===== src/rtl/aes_req_arb.sv =====
// Round-robin scheduler sharing one AES core among NUM_REQ requesters.
// Ports: clk/reset; req[] in; gnt[]/gnt_id/done[]/err[] out to requesters;
//        core_start out, core_ready/core_ready_1 in from core control; busy out.
// Latency: req to core_start is 1 cycle with an idle core; nominal req to done is 12 cycles.
// Backpressure: grants are withheld while core_ready is low; req is a level held until done/err.
module aes_req_arb #(
  parameter int NUM_REQ = 4,
  parameter int ID_W    = 2,
  parameter int TIMEOUT = 32
) (
  input  logic               clk,
  input  logic               reset,
  input  logic [NUM_REQ-1:0] req,
  output logic [NUM_REQ-1:0] gnt,
  output logic [ID_W-1:0]    gnt_id,
  output logic [NUM_REQ-1:0] done,
  output logic [NUM_REQ-1:0] err,
  output logic               core_start,
  input  logic               core_ready,
  input  logic               core_ready_1,
  output logic               busy
);

  localparam int WD_W = $clog2(TIMEOUT + 1);

  typedef enum logic [1:0] {
    IDLE  = 2'd0,
    START = 2'd1,
    BUSY  = 2'd2,
    DONE  = 2'd3
  } state_t;

  state_t          state;
  logic [ID_W-1:0] rr_ptr;
  logic [WD_W-1:0] wd_cnt;
  logic            seen_last;

  logic            win_found;
  logic [ID_W-1:0] win_id;
  logic [ID_W-1:0] scan_idx;

  // Winner search starts just after the last granted index and wraps,
  // so the previous grantee has the lowest priority in the next round.
  always_comb begin
    win_found = 1'b0;
    win_id    = '0;
    scan_idx  = '0;
    for (int i = 1; i <= NUM_REQ; i++) begin
      scan_idx = ID_W'((int'(rr_ptr) + i) % NUM_REQ);
      if (!win_found && req[scan_idx]) begin
        win_found = 1'b1;
        win_id    = scan_idx;
      end
    end
  end

  always_ff @(posedge clk) begin
    if (reset) begin
      state      <= IDLE;
      rr_ptr     <= ID_W'(NUM_REQ - 1);
      wd_cnt     <= '0;
      seen_last  <= 1'b0;
      gnt        <= '0;
      gnt_id     <= '0;
      done       <= '0;
      err        <= '0;
      core_start <= 1'b0;
      busy       <= 1'b0;
    end else begin
      // Pulse outputs default low; each is raised for exactly one cycle below.
      core_start <= 1'b0;
      done       <= '0;
      err        <= '0;
      case (state)
        IDLE: begin
          if (core_ready && win_found) begin
            state      <= START;
            gnt        <= NUM_REQ'(1) << win_id;
            gnt_id     <= win_id;
            rr_ptr     <= win_id;
            core_start <= 1'b1;
            busy       <= 1'b1;
          end
        end
        START: begin
          state     <= BUSY;
          wd_cnt    <= '0;
          seen_last <= 1'b0;
        end
        BUSY: begin
          if (wd_cnt != WD_W'(TIMEOUT))
            wd_cnt <= wd_cnt + 1'b1;
          if (core_ready_1)
            seen_last <= 1'b1;
          // Completion is checked first so it wins over a coincident timeout.
          if (core_ready) begin
            state <= DONE;
            if (seen_last) done <= gnt;
            else           err  <= gnt;
          end else if (wd_cnt == WD_W'(TIMEOUT - 1)) begin
            state <= DONE;
            err   <= gnt;
          end
        end
        DONE: begin
          state  <= IDLE;
          gnt    <= '0;
          gnt_id <= '0;
          busy   <= 1'b0;
        end
        default: state <= IDLE;
      endcase
    end
  end

  a_gnt_onehot: assert property (@(posedge clk) disable iff (reset) $onehot0(gnt));
  a_start_only_in_start: assert property (@(posedge clk) disable iff (reset)
    core_start |-> (state == START));
  a_done_err_excl: assert property (@(posedge clk) disable iff (reset)
    !((|done) && (|err)));

endmodule

===== config.mk =====
export PLATFORM = sky130hd
export DESIGN_NAME = aes_req_arb
export DESIGN_NICKNAME = d
export VERILOG_FILES = /design/src/rtl/aes_req_arb.sv
export SDC_FILE = /design/constraint.sdc
export NUM_CORES = 1
export LEC_CHECK = 0
export ABC_AREA = 1
export CORE_AREA = 2 2 65 67
export DETAILED_ROUTE_END_ITERATION = 16
export DIE_AREA = 0 0 67 69
export GPL_TIMING_DRIVEN = 0
export PLACE_DENSITY = 0.64
export SYNTH_ARGS = -nofsm -noshare
export SYNTH_HDL_FRONTEND = slang
export SYNTH_SLANG_ARGS = --single-unit

===== constraint.sdc =====
create_clock -name clk -period 5.1 [get_ports clk]
set_clock_uncertainty 0.05 [all_clocks]
set_input_delay 0.51 -clock clk [delete_from_list [all_inputs] [get_ports clk]]
set_output_delay 0.51 -clock clk [all_outputs]
set_load 0.005 [all_outputs]

==> impl_metrics.csv <==
group,metric,value,unit
clock_tree,clkLatencyLatePin,270,ps
setup_path,crit_arrival,2040,ps
clock_tree,cts_buffers,3,
timing,grt_setup_unrepaired,"no",
timing,period_share,0.380,
final_layout,stdcell_area,1840,um^2
setup_path,critical-path-top-delay-family,"buffers and inverters",
setup_path,crit_fanout,4,
clock_tree,cts-resized-gates,0,
die,core,3910,um^2
place,port_buffers,23,
setup_path,r2r_cells,9,
clock_tree,htreeDepth,1,
synth,yosys_warnings,0,
setup_path,start_kind,"input port",
power,p_leak,0.753,nW
synth,synth-seq-cells,27,
synth,netlist_instances,196,
final_layout,seq_area,541,um^2
timing,tns,0,ps
route,drt-wirelength-per-cell,9.72,um
synth,ys_types,28,
place,gp_congestion,0.769,
timing,worst_pin_slew,468,ps
clock_tree,cts-root-buf,"clkbuf_8",
worst_hold_path,min_path_cells,2,
final_layout,syn2layout_area_growth,22.8,%
grt,antenna_found_initial,0,
die,initial_utilization,0.382,
power,p_total,1.01,mW
synth,yosysTopAreaCell,"dfxtp_1",
die,io-pin-count,24,
grt,grt_overflow,0,
grt,grt_pass1_vias,1156,
clock_tree,cts_tree,"built",
timing,final-setup-viol-count,0,
clock_tree,clock_sinks,27,
final_layout,layout-drive-gt1-share,0.157,
place,place_ws,2870,ps
clock_tree,cts_buffer_depth,2,
grt,grt_start_max_net_pins,17,
route,wirelength,2650,um
timing,max_freq,516,MHz
timing,slew_headroom,0.685,
die,fp.dieW,67,um
synth,syn-num-nets,211,
setup_path,rrSetupSlack,3200,ps
final_layout,multi_input_area,833,um^2
final_layout,diodes,0,
route,antenna_left,0,
synth,synth_area,1500,um^2
clock_tree,cts_setup_buffers,0,
setup_path,crit_chain,"clkdlybuf4s50_1 > inv_1 > nand2_1 > nand2_1 > o21ai_0 > nand4_1 > nand2_1 > inv_1 > nand3_1 > a21oi_1",
route,remaining_drc_errors,0,
run,drv_cap,0,
place,hpwlAfterDp,2150,um
power,ir_worst_vdd,0.173,mV
setup_path,worst_setup_path_end_kind,"flip-flop",
timing,hold_viol_final,0,
route,avgViaCountPerCell,4.58,
place,place.detailed.instances,269,
worst_hold_path,hp-class,"reg -> reg",
synth,synth.area.top_cells,"dfxtp_1, nand2_1, nand3_1, ha_1, nor2_1",
place,placed_cell_area,1790,um^2
route,drtIter0Drc,47,
final_layout,fillers,412,
setup_path,path_buf_inv,3,
final_layout,nNetsFinal,239,
route,drtPass1Iterations,4,
synth,syn_area_per_cell,7.63,um^2
clock_tree,hold_buffers,0,
timing,period_needed,1940,ps
setup_path,crit_cells,10,
setup_path,cp.required,5200,ps
grt,grt_first_pass_wirelength,4800,um
setup_path,cp_slowest_stage_delay,530,ps
synth,synth_top_area_frac,0.361,
setup_path,cpMostUsedCell,"nand2_1",
synth,ys_seq_area_frac,0.361,
die,dieArea,4620,um^2
setup_path,critPathKind,"in -> reg",
route,vias,1251,
die,fp.dieH,69,um
outcome,status,"complete, no violations",
timing,drv_slew,0,
power,powerDensity,550,nW/um^2
setup_path,cpMaxStageDelayCell,"clkdlybuf4s50_1",
grt,grt_usage,0.128,
die,row_count,23,
final_layout,final_cell_count_no_fill,273,
clock_tree,clk_pin_slew,90,ps
timing,fin_ws,3160,ps
## final cells by class
cell class              instances  share of cell area
multi-input cells             144               0.453
repair buffers                 23               0.125
clock inverters                 1             0.00408
clock buffers                   3              0.0225
plain buffers                   5              0.0245
inverters                      20              0.0422
flip-flops and latches         27               0.294
well taps                      50              0.0340
## cells by family after synthesis
kind of cell,synth area share
xor gates and xnor gates,0.0176
DFF,0.361
buffers and inverters,0.0819
and+or+nand+nor,0.397
adders and majority gates,0.0585
AOI/OAI and AO/OA,0.0836
## path summary, 6_finish.rpt
check,to,startpoint
setup reg to reg,wd_cnt[5],state[0]
setup / recovery,gnt[1],req[0]
hold reg to reg,seen_last,seen_last
hold / removal,seen_last,seen_last
## Yosys cell counts (all sizes together)
library cell	n
a211oi	1
a21boi	1
a21oi	15
and2	1
buf	3
clkbuf	2
dfxtp	27
ha	7
inv	20
nand2	56
nand3	23
nand4	3
nor2	23
nor3	3
o21ai	7
or2	1
xnor2	1
xor2	2
## per-layer routing
metal	part of all wire	routed length (um)	GRT usage	vias to the layer above
met4	0.0090	24	0.0272	0
met5	0	0	0	-
li1	-	-	-	679
met3	0.030	80	0.0343	4
met2	0.47	1260	0.207	12
met1	0.49	1290	0.169	556
## layout by cell type, fill, tap and decap left out
master / count
nand2_1: 38
dfxtp_1: 27
clkdlybuf4s50_1: 23
nor2_1: 21
nand3_1: 19
inv_1: 18
a21oi_1: 15
nand2_2: 12
ha_1: 7
nand2_4: 6
o21ai_0: 4
o21ai_1: 3
nor3_1: 3
nand4_1: 3
clkbuf_8: 3
clkbuf_1: 2
buf_6: 2
nand3_2: 2
nand3_4: 2
xor2_1: 2
inv_2: 1
inv_4: 1
nor2_8: 1
and2_4: 1
buf_8: 1
nor2_4: 1
or2_2: 1
a21boi_0: 1
xnor2_1: 1
a211oi_1: 1
clkinvlp_4: 1
## worst reg2reg max path: stages (launching register included)
cell,delay (ps)
dfxtp_1,340
inv_1,130
ha_1,300
inv_1,80
nand2_1,80
a21boi_0,380
nor3_1,140
nand3_1,110
xor2_1,150
nor2_1,50
## flip-flops by register name (all words and copies together), names as in the netlist
| register | count |
|---|---|
| busy | 1 |
| gnt | 4 |
| wd_cnt | 6 |
| rr_ptr | 2 |
| err | 4 |
| done | 4 |
| gnt_id | 2 |
| core_start | 1 |
| state | 2 |
| seen_last | 1 |
## metrics by stage
stage,hold WS [ps],utilization
global placement,396,0.457
finish,426,0.470
global route,448,0.470
floorplan,387,-
detailed placement,405,0.457
CTS,428,0.470
## report_power, final
part	leakage (nW)	switching (mW)	internal [mW]
logic	0.512	0.358	0.242
clock network	0.0217	0.0681	0.0555
registers	0.219	0.0311	0.256
(Power assumes the default switching activity.)
